`config.mk`:
```
export PLATFORM = sky130hd
export DESIGN_NAME = banked_regfile
export DESIGN_NICKNAME = d
export VERILOG_FILES = /design/src/rtl/banked_regfile_pkg.sv /design/src/rtl/reg_bank_map.sv /design/src/rtl/banked_regfile.sv
export SDC_FILE = /design/constraint.sdc
export NUM_CORES = 2
export LEC_CHECK = 0
export CAP_MARGIN = 20
export CELL_PAD_IN_SITES_DETAIL_PLACEMENT = 1
export CELL_PAD_IN_SITES_GLOBAL_PLACEMENT = 1
export CORE_ASPECT_RATIO = 0.8
export CORE_MARGIN = 2
export CORE_UTILIZATION = 43
export CTS_CLUSTER_SIZE = 16
export DETAILED_ROUTE_END_ITERATION = 10
export PLACE_DENSITY_LB_ADDON = 0.1
export SYNTH_ARGS = -nofsm -noshare
export SYNTH_HDL_FRONTEND = slang
export SYNTH_SLANG_ARGS = --single-unit
```
`constraint.sdc`:
```
create_clock -name clock -period 18.4 [get_ports clock]
set_clock_uncertainty 0.05 [all_clocks]
set_input_delay 2.76 -clock clock [delete_from_list [all_inputs] [get_ports clock]]
set_output_delay 2.76 -clock clock [all_outputs]
set_load 0.01 [all_outputs]
```
`src/rtl/banked_regfile_pkg.sv`:
```
// banked_regfile_pkg: mode encodings, CPSR fields, FSM states and physical register layout
package banked_regfile_pkg;
  localparam logic [4:0] MODE_USR = 5'b10000;
  localparam logic [4:0] MODE_FIQ = 5'b10001;
  localparam logic [4:0] MODE_IRQ = 5'b10010;
  localparam logic [4:0] MODE_SVC = 5'b10011;
  localparam logic [4:0] MODE_ABT = 5'b10111;
  localparam logic [4:0] MODE_UND = 5'b11011;
  localparam logic [4:0] MODE_SYS = 5'b11111;
  localparam int CPSR_NZCV_LSB = 28;
  localparam int CPSR_I = 7;
  localparam int CPSR_F = 6;
  localparam logic [31:0] CPSR_RESET = 32'h0000_00D3;
  localparam int NUM_SPSR = 5;
  localparam int IDX_W = 5;
  localparam int PHYS_N = 31;
  localparam logic [IDX_W-1:0] FIQ_BASE = 5'd13;
  localparam logic [IDX_W-1:0] R13_BASE = 5'd18;
  localparam logic [IDX_W-1:0] PC_IDX = 5'd30;
  typedef enum logic [1:0] {S_IDLE, S_SAVE, S_SWITCH} state_t;
  // R13/R14 bank number; USR, SYS and unknown encodings share bank 0
  function automatic logic [2:0] bank_of(input logic [4:0] m);
    return m == MODE_FIQ ? 3'd1 : m == MODE_IRQ ? 3'd2 : m == MODE_SVC ? 3'd3 :
           m == MODE_ABT ? 3'd4 : m == MODE_UND ? 3'd5 : 3'd0;
  endfunction
  function automatic logic has_spsr(input logic [4:0] m);
    return bank_of(m) != 3'd0;
  endfunction
  function automatic logic [2:0] spsr_idx(input logic [4:0] m);
    return bank_of(m) - 3'd1;
  endfunction
endpackage

```
`src/rtl/reg_bank_map.sv`:
```
// reg_bank_map: resolves (mode, logical register) to a physical register index
module reg_bank_map import banked_regfile_pkg::*; (
  input  logic [4:0]       mode_i,
  input  logic [3:0]       addr_i,
  output logic [IDX_W-1:0] idx_o
);
  // Layout: R0-R7 at 0-7, R8-R12 user at 8-12, FIQ at 13-17, R13/R14 pairs per bank from 18, PC at 30
  always_comb
    idx_o = addr_i == 4'd15 ? PC_IDX
          : addr_i >= 4'd13 ? R13_BASE + {1'b0, bank_of(mode_i), ~addr_i[0]}
          : (addr_i >= 4'd8 && mode_i == MODE_FIQ) ? FIQ_BASE + {2'b0, addr_i[2:0]}
          : {1'b0, addr_i};
endmodule

```
`src/rtl/banked_regfile.sv`:
```
// banked_regfile: ARM-style banked register file with CPSR/SPSR and exception entry; define REGFILE_BYPASS_EN to forward same-cycle writes to reads
module banked_regfile import banked_regfile_pkg::*; #(
  parameter int DATA_W  = 32,
  parameter int NUM_RD  = 3,
  parameter int PC_STEP = 4
) (
  input  logic                     clock,
  input  logic                     reset,
  input  logic [NUM_RD*4-1:0]      rd_addr,
  output logic [NUM_RD*DATA_W-1:0] rd_data,
  input  logic                     wr_en,
  input  logic [3:0]               wr_addr,
  input  logic [DATA_W-1:0]        wr_data,
  input  logic                     flag_we,
  input  logic [3:0]               nzcv,
  input  logic                     pc_inc,
  input  logic                     exc_req,
  input  logic [4:0]               exc_mode,
  input  logic [DATA_W-1:0]        exc_lr,
  input  logic                     exc_ret,
  output logic                     busy,
  output logic                     exc_ack,
  output logic [DATA_W-1:0]        cpsr,
  output logic [DATA_W-1:0]        pc
);
`ifdef REGFILE_BYPASS_EN
  localparam bit BYPASS = 1'b1;
`else
  localparam bit BYPASS = 1'b0;
`endif
  logic [DATA_W-1:0] regs_q [PHYS_N];
  logic [DATA_W-1:0] spsr_q [NUM_SPSR];
  logic [DATA_W-1:0] cpsr_q, lat_cpsr_q, lat_lr_q;
  logic [4:0]        lat_mode_q, cur_mode;
  logic              ack_q, wr_act, req_ok, ret_ok;
  state_t            state_q;
  logic [IDX_W-1:0]  w_idx;
  logic [IDX_W-1:0]  r_idx [NUM_RD];
  assign cur_mode = cpsr_q[4:0];
  assign busy     = state_q != S_IDLE;
  assign wr_act   = wr_en && !busy;
  assign req_ok   = exc_req && !busy && has_spsr(exc_mode);
  assign ret_ok   = exc_ret && !busy && !req_ok && has_spsr(cur_mode);
  assign exc_ack  = ack_q;
  assign cpsr     = cpsr_q;
  assign pc       = regs_q[PC_IDX];
  reg_bank_map u_wmap (.mode_i(cur_mode), .addr_i(wr_addr), .idx_o(w_idx));
  for (genvar r = 0; r < NUM_RD; r++) begin : g_rd
    reg_bank_map u_rmap (.mode_i(cur_mode), .addr_i(rd_addr[r*4+:4]), .idx_o(r_idx[r]));
    assign rd_data[r*DATA_W+:DATA_W] = (BYPASS && wr_act && w_idx == r_idx[r]) ? wr_data : regs_q[r_idx[r]];
  end
  // Register/PC/CPSR updates and the IDLE -> SAVE -> SWITCH exception sequence; later writes to PC win over pc_inc
  always_ff @(posedge clock) begin
    if (reset) begin
      for (int i = 0; i < PHYS_N; i++) regs_q[i] <= '0;
      for (int i = 0; i < NUM_SPSR; i++) spsr_q[i] <= '0;
      cpsr_q     <= DATA_W'(CPSR_RESET);
      lat_cpsr_q <= '0;
      lat_lr_q   <= '0;
      lat_mode_q <= '0;
      ack_q      <= 1'b0;
      state_q    <= S_IDLE;
    end else begin
      ack_q <= 1'b0;
      case (state_q)
        S_SAVE: begin
          spsr_q[spsr_idx(lat_mode_q)] <= lat_cpsr_q;
          regs_q[R13_BASE + {1'b0, bank_of(lat_mode_q), 1'b1}] <= lat_lr_q;
          ack_q   <= 1'b1;
          state_q <= S_SWITCH;
        end
        S_SWITCH: begin
          cpsr_q[4:0]    <= lat_mode_q;
          cpsr_q[CPSR_I] <= 1'b1;
          cpsr_q[CPSR_F] <= cpsr_q[CPSR_F] | (lat_mode_q == MODE_FIQ);
          state_q        <= S_IDLE;
        end
        default: begin
          if (pc_inc) regs_q[PC_IDX] <= regs_q[PC_IDX] + DATA_W'(PC_STEP);
          if (wr_en) regs_q[w_idx] <= wr_data;
          if (ret_ok) cpsr_q <= spsr_q[spsr_idx(cur_mode)];
          else if (flag_we) cpsr_q[CPSR_NZCV_LSB+:4] <= nzcv;
          if (req_ok) begin
            lat_mode_q <= exc_mode;
            lat_lr_q   <= exc_lr;
            lat_cpsr_q <= cpsr_q;
            state_q    <= S_SAVE;
          end
        end
      endcase
    end
  end
endmodule

```
==> impl_metrics.json <==
{
  "cts.path.max_buffers": 3,
  "r2r_start": "cpsr[0]",
  "path_clk_slew_ns": 0.06,
  "placed_cells": 9974,
  "post-synth-top-count-cell": "nand2_1",
  "layout.cells.non_filler": 10300,
  "clk_latency_ns": 0.86,
  "synth_top_area_share_pct": 48.8,
  "crit_required_ns": 15.59,
  "fmax_mhz": 81.7,
  "synthTopCellsByCount": "nand2_1, edfxtp_1, nor2_1, mux2i_1, clkbuf_1",
  "critPathTopFamily": "buffers and inverters",
  "hold_viol": 0,
  "cellPowerDensity_nw_per_um2": 130,
  "dp_hpwl_um": 231000,
  "drtAntennaViolNets": 0,
  "clock-root-buffer": "clkbuf_16",
  "slew_viol_final": 0,
  "cts.hold.buffers_added": 0,
  "core_um2": 182000,
  "firstDrtPassIters": 7,
  "synth_top_family_by_area": "simple AND/OR/NAND/NOR gates",
  "criticalPathCategory": "primary input to output port",
  "avgSynthCellArea_um2": 10.0,
  "netlist_area_um2": 78700,
  "period_share_pct": 66.5,
  "finalCriticalPeriod_ns": 12.24,
  "synthMuxAreaShare_pct": 12.1,
  "worst_pin_slew_ns": 1.35,
  "synth-main-ff-cell": "edfxtp_1",
  "drive_gt1_share_pct": 10.3,
  "ir_drop_uv": 147,
  "final_nets": 7861,
  "ys_seq_area_share_pct": 51.5,
  "ys_async_sr_fraction_pct": 0,
  "crit_buf_inv": 7,
  "post_cts_buffers": 0,
  "synth_xor_area_share_pct": 0.421,
  "yosysTopAreaCell": "edfxtp_1",
  "die_width_um": 482,
  "syn_nets": 7985,
  "netlist_instances": 7863,
  "rows": 140,
  "min_from": "cpsr[22]",
  "initial_core_util_pct": 43.3,
  "htreeDepth": 4,
  "routed_wl_um": 394000,
  "rsz0062_at_grt": "no",
  "arrival_ns": 9.43,
  "synth_area_leaders": "edfxtp_1, mux2i_1, nand2_1, nor2_1, mux4_2",
  "fill_cells": 19600,
  "grt_pass1_vias": 70100,
  "grt_util_all_layers_pct": 41.1,
  "design.portCount": 258,
  "ys_types": 69,
  "crit_chain": "clkdlybuf4s50_1 -> inv_1 -> ha_1 -> nor2b_1 -> o22ai_2 -> xnor2_4 -> buf_4 -> nor2_4 -> buf_4 -> buf_4 -> nand2_2 -> buf_4 -> o32ai_1 -> a311oi_1 -> a211oi_1 -> clkdlybuf4s50_1",
  "cts_sinks": 1384,
  "cts_tree": "built",
  "yosys.area_share.simple_pct": 19.3,
  "vias_per_cell": 7.04,
  "die_area_um2": 187000,
  "synth_edf_count": 1280,
  "relSlewSlack_pct": 9.54,
  "p_leak_nw": 31.6,
  "drt-initial-drc-count": 12900,
  "die_h_um": 387,
  "drc": 0,
  "synthToLayoutAreaGrowth_pct": 13.6,
  "cts_resized": 0,
  "place_congestion": 0.936,
  "path_max_fanout": 37,
  "numCtsBuffers": 155,
  "crit_path_max_incr_delay_ns": 0.88,
  "setup-violations-final": 0,
  "ys_warn_count": 0,
  "synth_compound_area_share_pct": 12.1,
  "grt_start_max_net_pins": 161,
  "synth_adder_area_share_pct": 0.413,
  "cp-start-kind": "primary input",
  "antenna_found_initial": 23,
  "vias": 72400,
  "io_buffers": 257,
  "endpoint_kind": "output port",
  "startpoint": "rd_addr[0]",
  "crit_top_cell": "buf_4",
  "overflow": 0,
  "drv_cap": 0,
  "avgRoutedWirePerCell_um": 38.3,
  "grt_pass1_wl_um": 543000,
  "cpMaxStageDelayCell": "a211oi_1",
  "fin_tns_setup_ns": 0,
  "hp-class": "register to register",
  "status": "finished clean",
  "synth_seq_cells": 1384
}
-- layer usage --
metal / GRT usage, % / share of wire [%] / vias to the layer above
li1: - / - / 28600
met1: 56.7 / 39 / 36700
met2: 57.6 / 41 / 5875
met3: 15.8 / 16 / 1197
met4: 16.8 / 4.9 / 24
met5: 0 / 0.052 / -
-- placed cells by master, fill, tap and decap left out, types with 156 or more instances in the layout --
master / netlist / final
nor2_1: 1046 / 1027
clkdlybuf4s50_1: 0 / 256
mux2i_1: 661 / 629
clkbuf_16: 0 / 156
buf_4: 9 / 192
and2_1: 201 / 199
a211oi_1: 246 / 242
nand2_1: 1605 / 1533
a311oi_1: 158 / 158
edfxtp_1: 1280 / 1280
nand3_1: 388 / 387
a21oi_1: 185 / 185
-- stage by stage --
stage	util (%)	setup WS, ns	power (W)	hold WS, ns	area, µm²
finish	49.2	6.16	0.0116	0.425	89500
global route	49.1	6.33	0.0118	0.449	89400
CTS	49.0	6.46	0.0114	0.427	89200
detailed placement	46.2	6.46	0.00824	0.418	84100
global placement	46.2	6.41	0.00819	0.407	84100
floorplan	-	10.46	0.00620	0.386	78700
-- sequential cells by signal (all words and copies together) (netlist names) --
name / flops
lat_cpsr_q: 32
regs_q: 1024
lat_mode_q: 5
spsr_q: 256
cpsr: 32
exc_ack: 1
state_q: 2
lat_lr_q: 32
-- worst min-delay path, stage by stage, from the launching register on --
cell     delay [ns]
dfxtp_1        0.32
nand2_1        0.06
a21oi_1        0.05
-- worst paths after layout --
kind,end,slack (ns),cells after the start
setup / recovery,rd_data[26],6.16,16
hold / removal,lat_cpsr_q[22],0.43,2
setup reg to reg,regs_q[23][18],12.43,10
hold reg to reg,lat_cpsr_q[22],0.43,2
-- area by class of cell --
| class | count | area (µm²) | share of cell area (%) |
|---|---|---|---|
| clock inverters | 85 | 852 | 0.952 |
| inverters | 64 | 241 | 0.270 |
| repair buffers | 473 | 4400 | 4.91 |
| clock buffers | 202 | 4200 | 4.69 |
| well taps | 2414 | 3020 | 3.38 |
| flip-flops and latches | 1384 | 40500 | 45.3 |
| multi-input cells | 5661 | 36200 | 40.5 |
| diodes | 4 | 10.0 | 0.0112 |
-- report_power, final --
group | total [W] | switching (W) | internal [W] | leakage, nW
Combinational | 0.00457 | 0.00312 | 0.00146 | 15.2
Sequential | 0.00384 | 0.000209 | 0.00363 | 14.0
Clock | 0.00318 | 0.00145 | 0.00173 | 2.46
-- kinds of logic (layout without fill, tap and decap cells) --
group,Yosys count,in the layout
AND/OR/NAND/NOR,3563,3563
flip-flops,1384,1384
AO/OA/AOI/OAI,1243,1243
buffers and inverters,818,824
multiplexers,792,792
XOR/XNOR,37,37
adder cells (fa/ha/maj),26,26
other,0,4
Note: power is estimated with default switching activity, not from simulation.
